[config.mk]
export PLATFORM = sky130hd
export DESIGN_NAME = sgb_joy_bridge
export DESIGN_NICKNAME = d
export VERILOG_FILES = /design/src/rtl/sgb_pkg.sv /design/src/rtl/sgb_pkt_rx.sv /design/src/rtl/sgb_joy_bridge.sv
export SDC_FILE = /design/constraint.sdc
export NUM_CORES = 1
export LEC_CHECK = 0
export ABC_AREA = 1
export CAP_MARGIN = 30
export CORE_MARGIN = 2
export CORE_UTILIZATION = 42
export DETAILED_ROUTE_END_ITERATION = 12
export HOLD_SLACK_MARGIN = 0.12
export PLACE_DENSITY = 0.74
export SLEW_MARGIN = 30
export SYNTH_ARGS = -nofsm -noshare
export SYNTH_HDL_FRONTEND = slang
export SYNTH_SLANG_ARGS = --single-unit
[constraint.sdc]
create_clock -name clk -period 12.2 [get_ports clk]
set_input_delay 2.44 -clock clk [delete_from_list [all_inputs] [get_ports clk]]
set_output_delay 2.44 -clock clk [all_outputs]
set_load 0.05 [all_outputs]
[src/rtl/sgb_pkg.sv]
// Shared types and constants for the SGB joypad bridge: receiver states,
// MLT_REQ encodings, joypad select codes and button bit positions.
package sgb_pkg;

    typedef enum logic [2:0] {
        RX_IDLE,
        RX_SYNC,
        RX_WAIT_HI,
        RX_BIT,
        RX_STOP
    } rx_state_e;

    localparam logic [1:0] MLT_1P     = 2'd0;
    localparam logic [1:0] MLT_2P     = 2'd1;
    localparam logic [1:0] MLT_1P_ALT = 2'd2;
    localparam logic [1:0] MLT_4P     = 2'd3;

    // joy_p54 codes, active-low selects: [0]=P14, [1]=P15
    localparam logic [1:0] P54_BOTH = 2'b00;
    localparam logic [1:0] P54_BTN  = 2'b01;
    localparam logic [1:0] P54_DIR  = 2'b10;
    localparam logic [1:0] P54_NONE = 2'b11;

    localparam int BTN_RIGHT  = 0;
    localparam int BTN_LEFT   = 1;
    localparam int BTN_UP     = 2;
    localparam int BTN_DOWN   = 3;
    localparam int BTN_A      = 4;
    localparam int BTN_B      = 5;
    localparam int BTN_SELECT = 6;
    localparam int BTN_START  = 7;

    function automatic logic [2:0] players(input logic [1:0] mlt);
        case (mlt)
            MLT_2P:  players = 3'd2;
            MLT_4P:  players = 3'd4;
            default: players = 3'd1;
        endcase
    endfunction

endpackage

[src/rtl/sgb_pkt_rx.sv]
// SGB packet receiver: decodes the P14/P15 bit-bang protocol into a
// PKT_W-bit packet, shifting LSB-first into the top of the shift register.
module sgb_pkt_rx
    import sgb_pkg::*;
#(
    parameter int PKT_W = 128
) (
    input  logic             clk,
    input  logic             reset,
    input  logic             clk_en,
    input  logic [1:0]       p54,
    input  logic [1:0]       p54_prev,
    output logic [PKT_W-1:0] pkt_data,
    output logic             pkt_valid,
    output logic             busy
);

    localparam int CNT_W = $clog2(PKT_W + 1);

    rx_state_e        state_q, state_d;
    logic [CNT_W-1:0] bitcnt_q, bitcnt_d;
    logic [PKT_W-1:0] shift_q, shift_d;
    logic [PKT_W-1:0] pkt_data_q, pkt_data_d;
    logic             pkt_valid_q, pkt_valid_d;
    logic             busy_q, busy_d;

    // Decisions are taken only when the select lines differ from the
    // previous clk_en sample, so a held level is acted on exactly once.
    always_comb begin
        state_d     = state_q;
        bitcnt_d    = bitcnt_q;
        shift_d     = shift_q;
        pkt_data_d  = pkt_data_q;
        pkt_valid_d = 1'b0;
        if (clk_en && (p54 != p54_prev)) begin
            case (state_q)
                RX_IDLE: begin
                    if (p54 == P54_BOTH) begin
                        state_d  = RX_SYNC;
                        bitcnt_d = '0;
                    end
                end
                RX_SYNC: begin
                    if (p54 == P54_NONE) state_d = RX_WAIT_HI;
                end
                RX_WAIT_HI: begin
                    case (p54)
                        P54_DIR, P54_BTN: begin
                            shift_d  = {(p54 == P54_BTN), shift_q[PKT_W-1:1]};
                            bitcnt_d = bitcnt_q + 1'b1;
                            state_d  = RX_BIT;
                        end
                        P54_BOTH: begin
                            state_d  = RX_SYNC;
                            bitcnt_d = '0;
                        end
                        default: ;
                    endcase
                end
                RX_BIT: begin
                    if (p54 == P54_NONE)
                        state_d = (bitcnt_q == CNT_W'(PKT_W)) ? RX_STOP : RX_WAIT_HI;
                end
                RX_STOP: begin
                    case (p54)
                        P54_DIR: begin
                            pkt_data_d  = shift_q;
                            pkt_valid_d = 1'b1;
                            state_d     = RX_IDLE;
                        end
                        P54_BTN: state_d = RX_IDLE;
                        P54_BOTH: begin
                            state_d  = RX_SYNC;
                            bitcnt_d = '0;
                        end
                        default: ;
                    endcase
                end
                default: state_d = RX_IDLE;
            endcase
        end
        busy_d = (state_d != RX_IDLE);
    end

    always_ff @(posedge clk) begin
        if (reset) begin
            state_q     <= RX_IDLE;
            bitcnt_q    <= '0;
            pkt_data_q  <= '0;
            pkt_valid_q <= 1'b0;
            busy_q      <= 1'b0;
        end else begin
            state_q     <= state_d;
            bitcnt_q    <= bitcnt_d;
            pkt_data_q  <= pkt_data_d;
            pkt_valid_q <= pkt_valid_d;
            busy_q      <= busy_d;
        end
    end

    // Shift contents are fully overwritten before any packet can be latched.
    always_ff @(posedge clk) begin
        shift_q <= shift_d;
    end

    assign pkt_data  = pkt_data_q;
    assign pkt_valid = pkt_valid_q;
    assign busy      = busy_q;

endmodule

[src/rtl/sgb_joy_bridge.sv]
// Bridge between the GB core joypad port and the SGB system: joypad mux with
// MLT_REQ player rotation, plus the command packet receiver.
module sgb_joy_bridge
    import sgb_pkg::*;
#(
    parameter  int NUM_PLAYERS = 4,
    parameter  int PKT_BYTES   = 16,
    localparam int PKT_W       = PKT_BYTES * 8
) (
    input  logic                     clk,
    input  logic                     reset,
    input  logic                     clk_en,
    input  logic [1:0]               joy_p54,
    output logic [3:0]               joy_din,
    input  logic [8*NUM_PLAYERS-1:0] joy_btn,
    input  logic [1:0]               mlt_mode,
    output logic [PKT_W-1:0]         pkt_data,
    output logic                     pkt_valid,
    output logic                     pkt_busy,
    output logic [1:0]               player
);

    localparam logic [2:0] NP = 3'(NUM_PLAYERS);

    logic [1:0] p54_prev_q, p54_prev_d;
    logic [1:0] mlt_prev_q, mlt_prev_d;
    logic [1:0] player_q, player_d;
    logic [2:0] n_mode, n_eff, player_inc;
    logic [7:0] btn_sel;
    logic [3:0] dir_n, key_n;
    logic       rx_busy;

    sgb_pkt_rx #(
        .PKT_W(PKT_W)
    ) u_rx (
        .clk      (clk),
        .reset    (reset),
        .clk_en   (clk_en),
        .p54      (joy_p54),
        .p54_prev (p54_prev_q),
        .pkt_data (pkt_data),
        .pkt_valid(pkt_valid),
        .busy     (rx_busy)
    );

    always_comb begin
        n_mode     = players(mlt_mode);
        n_eff      = (n_mode < NP) ? n_mode : NP;
        player_inc = {1'b0, player_q} + 3'd1;
        p54_prev_d = p54_prev_q;
        mlt_prev_d = mlt_prev_q;
        player_d   = player_q;
        if (clk_en) begin
            p54_prev_d = joy_p54;
            mlt_prev_d = mlt_mode;
            // rx_busy reflects the receiver at the start of this clk_en.
            if (mlt_mode != mlt_prev_q)
                player_d = 2'd0;
            else if ((p54_prev_q == P54_BTN) && (joy_p54 == P54_NONE) && !rx_busy && (n_eff > 3'd1))
                player_d = (player_inc >= n_eff) ? 2'd0 : player_inc[1:0];
            else if ({1'b0, player_q} >= n_eff)
                player_d = 2'd0;
        end
    end

    always_ff @(posedge clk) begin
        if (reset) begin
            p54_prev_q <= P54_NONE;
            mlt_prev_q <= MLT_1P;
            player_q   <= 2'd0;
        end else begin
            p54_prev_q <= p54_prev_d;
            mlt_prev_q <= mlt_prev_d;
            player_q   <= player_d;
        end
    end

    // Only lanes that exist can be selected; player_q never reaches NUM_PLAYERS.
    always_comb begin
        btn_sel = 8'h00;
        for (int i = 0; i < NUM_PLAYERS; i++) begin
            if (player_q == 2'(i)) btn_sel = joy_btn[i*8 +: 8];
        end
        dir_n = ~{btn_sel[BTN_DOWN], btn_sel[BTN_UP], btn_sel[BTN_LEFT], btn_sel[BTN_RIGHT]};
        key_n = ~{btn_sel[BTN_START], btn_sel[BTN_SELECT], btn_sel[BTN_B], btn_sel[BTN_A]};
        case (joy_p54)
            P54_DIR:  joy_din = dir_n;
            P54_BTN:  joy_din = key_n;
            P54_BOTH: joy_din = dir_n & key_n;
            default:  joy_din = 4'hF - {2'b00, player_q};
        endcase
    end

    assign pkt_busy = rx_busy;
    assign player   = player_q;

endmodule
==> summary.md <==
| Metric | Value |
|---|---|
| GRT Overall Usage | `0.163` |
| Vias per cell | `4.79` |
| Area delta synth->final | `27.8%` |
| Top post-synthesis cells by area | `edfxtp_1 (37%), dfxtp_1 (29%), a21oi_1 (6.9%), inv_1 (6.0%), o21ai_1 (4.9%)` |
| Number of synthesized flops with an enable pin | `128` |
| Number of DRC markers in iteration 0 | `368` |
| Maximum clock rate | `140 MHz` |
| Total I/O pin count | `175` |
| Global-route wire length before repair | `34,900 um` |
| Antenna cells | `0` |
| Setup crit end kind | `primary output` |
| Critical Setup Path Class | `in2out` |
| CTS tree | `yes` |
| Clk root buf | `clkbuf_16` |
| Detailed-route DRC error count | `0` |
| Setup TNS | `0 ns` |
| DR vias | `7,097` |
| HPWL after DPL | `13,300 um` |
| Synthesized area | `10,300 um^2` |
| Vias in the first global route | `6,886` |
| Pin count of the biggest net entering global routing | `112` |
| Max Slew Vio Count | `0` |
| Max Cap Viol | `0` |
| Post-layout minimum cycle time | `7.14 ns` |
| Die height | `160 um` |
| Combinational Power Share | `0.039` |
| CTS Sinks | `275` |
| Gr ovfl total | `0` |
| Crit path arrival time | `4.70 ns` |
| VDD IR max | `0.0887 mV` |
| Initial Util | `0.425` |
| Hold Startpoint | `u_rx.shift_q[75]$_DFFE_PP_` |
| TritonCTS Buffers | `29` |
| Net switching power figure | `0.000400 W` |
| Distinct cells, synth | `28` |
| Net total in the final layout | `1,189` |
| Area leader, netlist | `edfxtp_1` |
| Seq pwr share | `0.491` |
| Slew HR | `0.483` |
| YS warnings | `0` |
| Top_reg_cell synth | `dfxtp_1` |
| Die Span X | `160 um` |
| Worst setup path endpoint | `joy_din[0]` |
| Most frequent cell after synthesis | `inv_1` |
| Cell row count | `57` |
| Maximum fanout along the worst path | `8` |
| Commonest cells post-synth | `inv_1 (163), dfxtp_1 (147), a21oi_1 (141)` |
| Core box area | `24,100 um^2` |
| Htree depth | `1` |
| Hold buffer count at CTS | `0` |
| Post-CTS Setup Bufs | `0` |
| Initial antenna violation count | `0` |
| P_int | `0.00156 W` |
| Mapped Cells | `974` |
| Final core utilization | `0.544` |
| CTS Buffer Depth | `3` |
| Seq/Total Area, Yosys | `0.662` |
| Post-DP Area | `12,100 um^2` |
| Fin crit share | `0.585` |
| Status | `completed` |
| Leakage | `4.28 nW` |
| Clock power frac | `0.470` |
| First-pass iteration count of the detailed router | `7` |
| Post-DRT Antenna Nets | `0` |
| Switching Share | `0.204` |
| Syn_area_per_cell | `10.5 um^2` |
| PwrDens | `149 nW/um^2` |
| Post-DR wirelength/cell | `14.3 um` |
| Port buffer count | `174` |
| Final setup viols | `0` |
| Reg2Reg Setup Slack | `9.85 ns` |
| Ys async rst share | `0` |
| Final hold slack | `0.434 ns` |
| Flops & latches, synth | `275` |
| DRT Wirelength | `21,200 um` |
| Final Hold Violating Endpoints | `0` |
| Clock latency at the later pin of the worst-skew pair | `0.54 ns` |
| Worst hold path class | `reg2reg` |
| Worst EP required | `9.76 ns` |
| Die ar. | `25,700 um^2` |
| Placer Congestion | `0.815` |
| Post_cts resized | `0` |
| Overall Power | `0.00196 W` |
| Setup crit start | `joy_p54[1]` |
| Fin Clk Skew | `0.0225 ns` |
| Final Cell Area | `13,100 um^2` |
| Layout cells sized above 1 | `0.0656` |
| Reg-to-reg endpoint | `u_rx.pkt_data[0]$_SDFFE_PP0P_` |
| Clock-pin slew on the worst setup and hold paths | `0.06 ns` |
| RR Startpoint | `u_rx.state_q[1]$_SDFF_PP0_` |
| Syn_nets | `1,028` |
| Share of the synthesized area in the top cell type | `0.375` |
| R2R cell count | `7` |
| Tightest Pin Transition | `0.775 ns` |
| Setup repair after global routing missed its margin | `no` |
| Startpoint types | `primary input` |
## metal layers
metal  vias up  track usage  wire length [um]
met2       176        0.265              9660
met5         -            0                 0
li1       3576            -                 -
met1      3305        0.223             10000
met3        40       0.0338              1090
met4         0       0.0463               472
## cell usage in the layout (no fill, tap or decap), types with 2 or more instances in the layout
cell / netlist / routed
a21boi_0: 4 / 4
buf_6: 25 / 3
clkbuf_8: 0 / 8
clkdlybuf4s50_1: 0 / 174
dfxtp_1: 147 / 147
nand2_1: 92 / 92
inv_2: 4 / 4
nand2_2: 2 / 2
ha_1: 15 / 15
nand3_1: 29 / 29
xnor2_1: 2 / 2
o21ai_1: 100 / 100
buf_4: 0 / 2
inv_1: 163 / 163
a21oi_2: 6 / 6
bufinv_16: 0 / 4
nand4_1: 4 / 4
nor3_1: 2 / 2
clkinv_2: 0 / 4
inv_4: 1 / 2
clkinv_1: 1 / 2
a21oi_1: 141 / 141
clkbuf_16: 0 / 29
clkinv_4: 0 / 2
o21ai_0: 48 / 48
edfxtp_1: 128 / 128
or2_2: 5 / 5
clkbuf_1: 18 / 4
nor2_1: 26 / 25
## per-stage QoR
stage               instances  worst slack [ns]
CTS                      1482              5.08
global placement         1428              5.13
global route             1482              4.92
floorplan                 974              3.37
finish                   1482              5.06
detailed placement       1428              5.09
## worst max-delay path, cell delays in order
cell and delay, ns:
clkdlybuf4s50_1 0.58, ha_1 0.37, inv_1 0.16, nand2_1 0.10, inv_1 0.04, a21boi_0 0.17, clkdlybuf4s50_1 0.84
## registers in the layout, summed over array words and instances, names as in the netlist
signal          cells
u_rx.pkt_valid      1
u_rx.pkt_data     128
player              2
mlt_prev_q          2
u_rx.busy           1
u_rx.shift_q      128
u_rx.state_q        3
p54_prev_q          2
u_rx.bitcnt_q       8
## cell type report
cell class,count,area (um^2)
clock buffer,41,851
fill,2170,11000
multi-input combinational,481,2460
inverter,169,639
timing repair buffer,179,1790
clock inverter,13,174
sequential,275,6790
tap,324,405
## worst min path at each step
stage                                       end  depth (start not counted)
CTS                   u_rx.shift_q[8]$_DFFE_PP_                          0
floorplan             u_rx.shift_q[0]$_DFFE_PP_                          0
global route          u_rx.shift_q[8]$_DFFE_PP_                          0
finish               u_rx.shift_q[74]$_DFFE_PP_                          0
detailed placement  u_rx.shift_q[123]$_DFFE_PP_                          0
global placement     u_rx.shift_q[79]$_DFFE_PP_                          0
## power groups by stage
stage / Combinational, W / Clock (W) / Sequential, W
after floorplan: 0.0000469 / 0 / 0.000982
after global placement: 0.0000759 / 0 / 0.000981
after detailed placement: 0.0000770 / 0 / 0.000981
after CTS: 0.0000775 / 0.000940 / 0.000961
after global routing: 0.0000860 / 0.000977 / 0.000961
final: 0.0000769 / 0.000921 / 0.000961
## logic make-up after synthesis
| kind of cell | after synthesis | synth area share |
|---|---|---|
| simple gates | 162 | 0.0674 |
| flops | 275 | 0.662 |
| compound gates | 302 | 0.151 |
| xor+xnor | 2 | 0.00171 |
| fa+ha+maj | 15 | 0.0183 |
| buf+inv | 218 | 0.0991 |
Note: power is estimated with default switching activity, not from simulation.
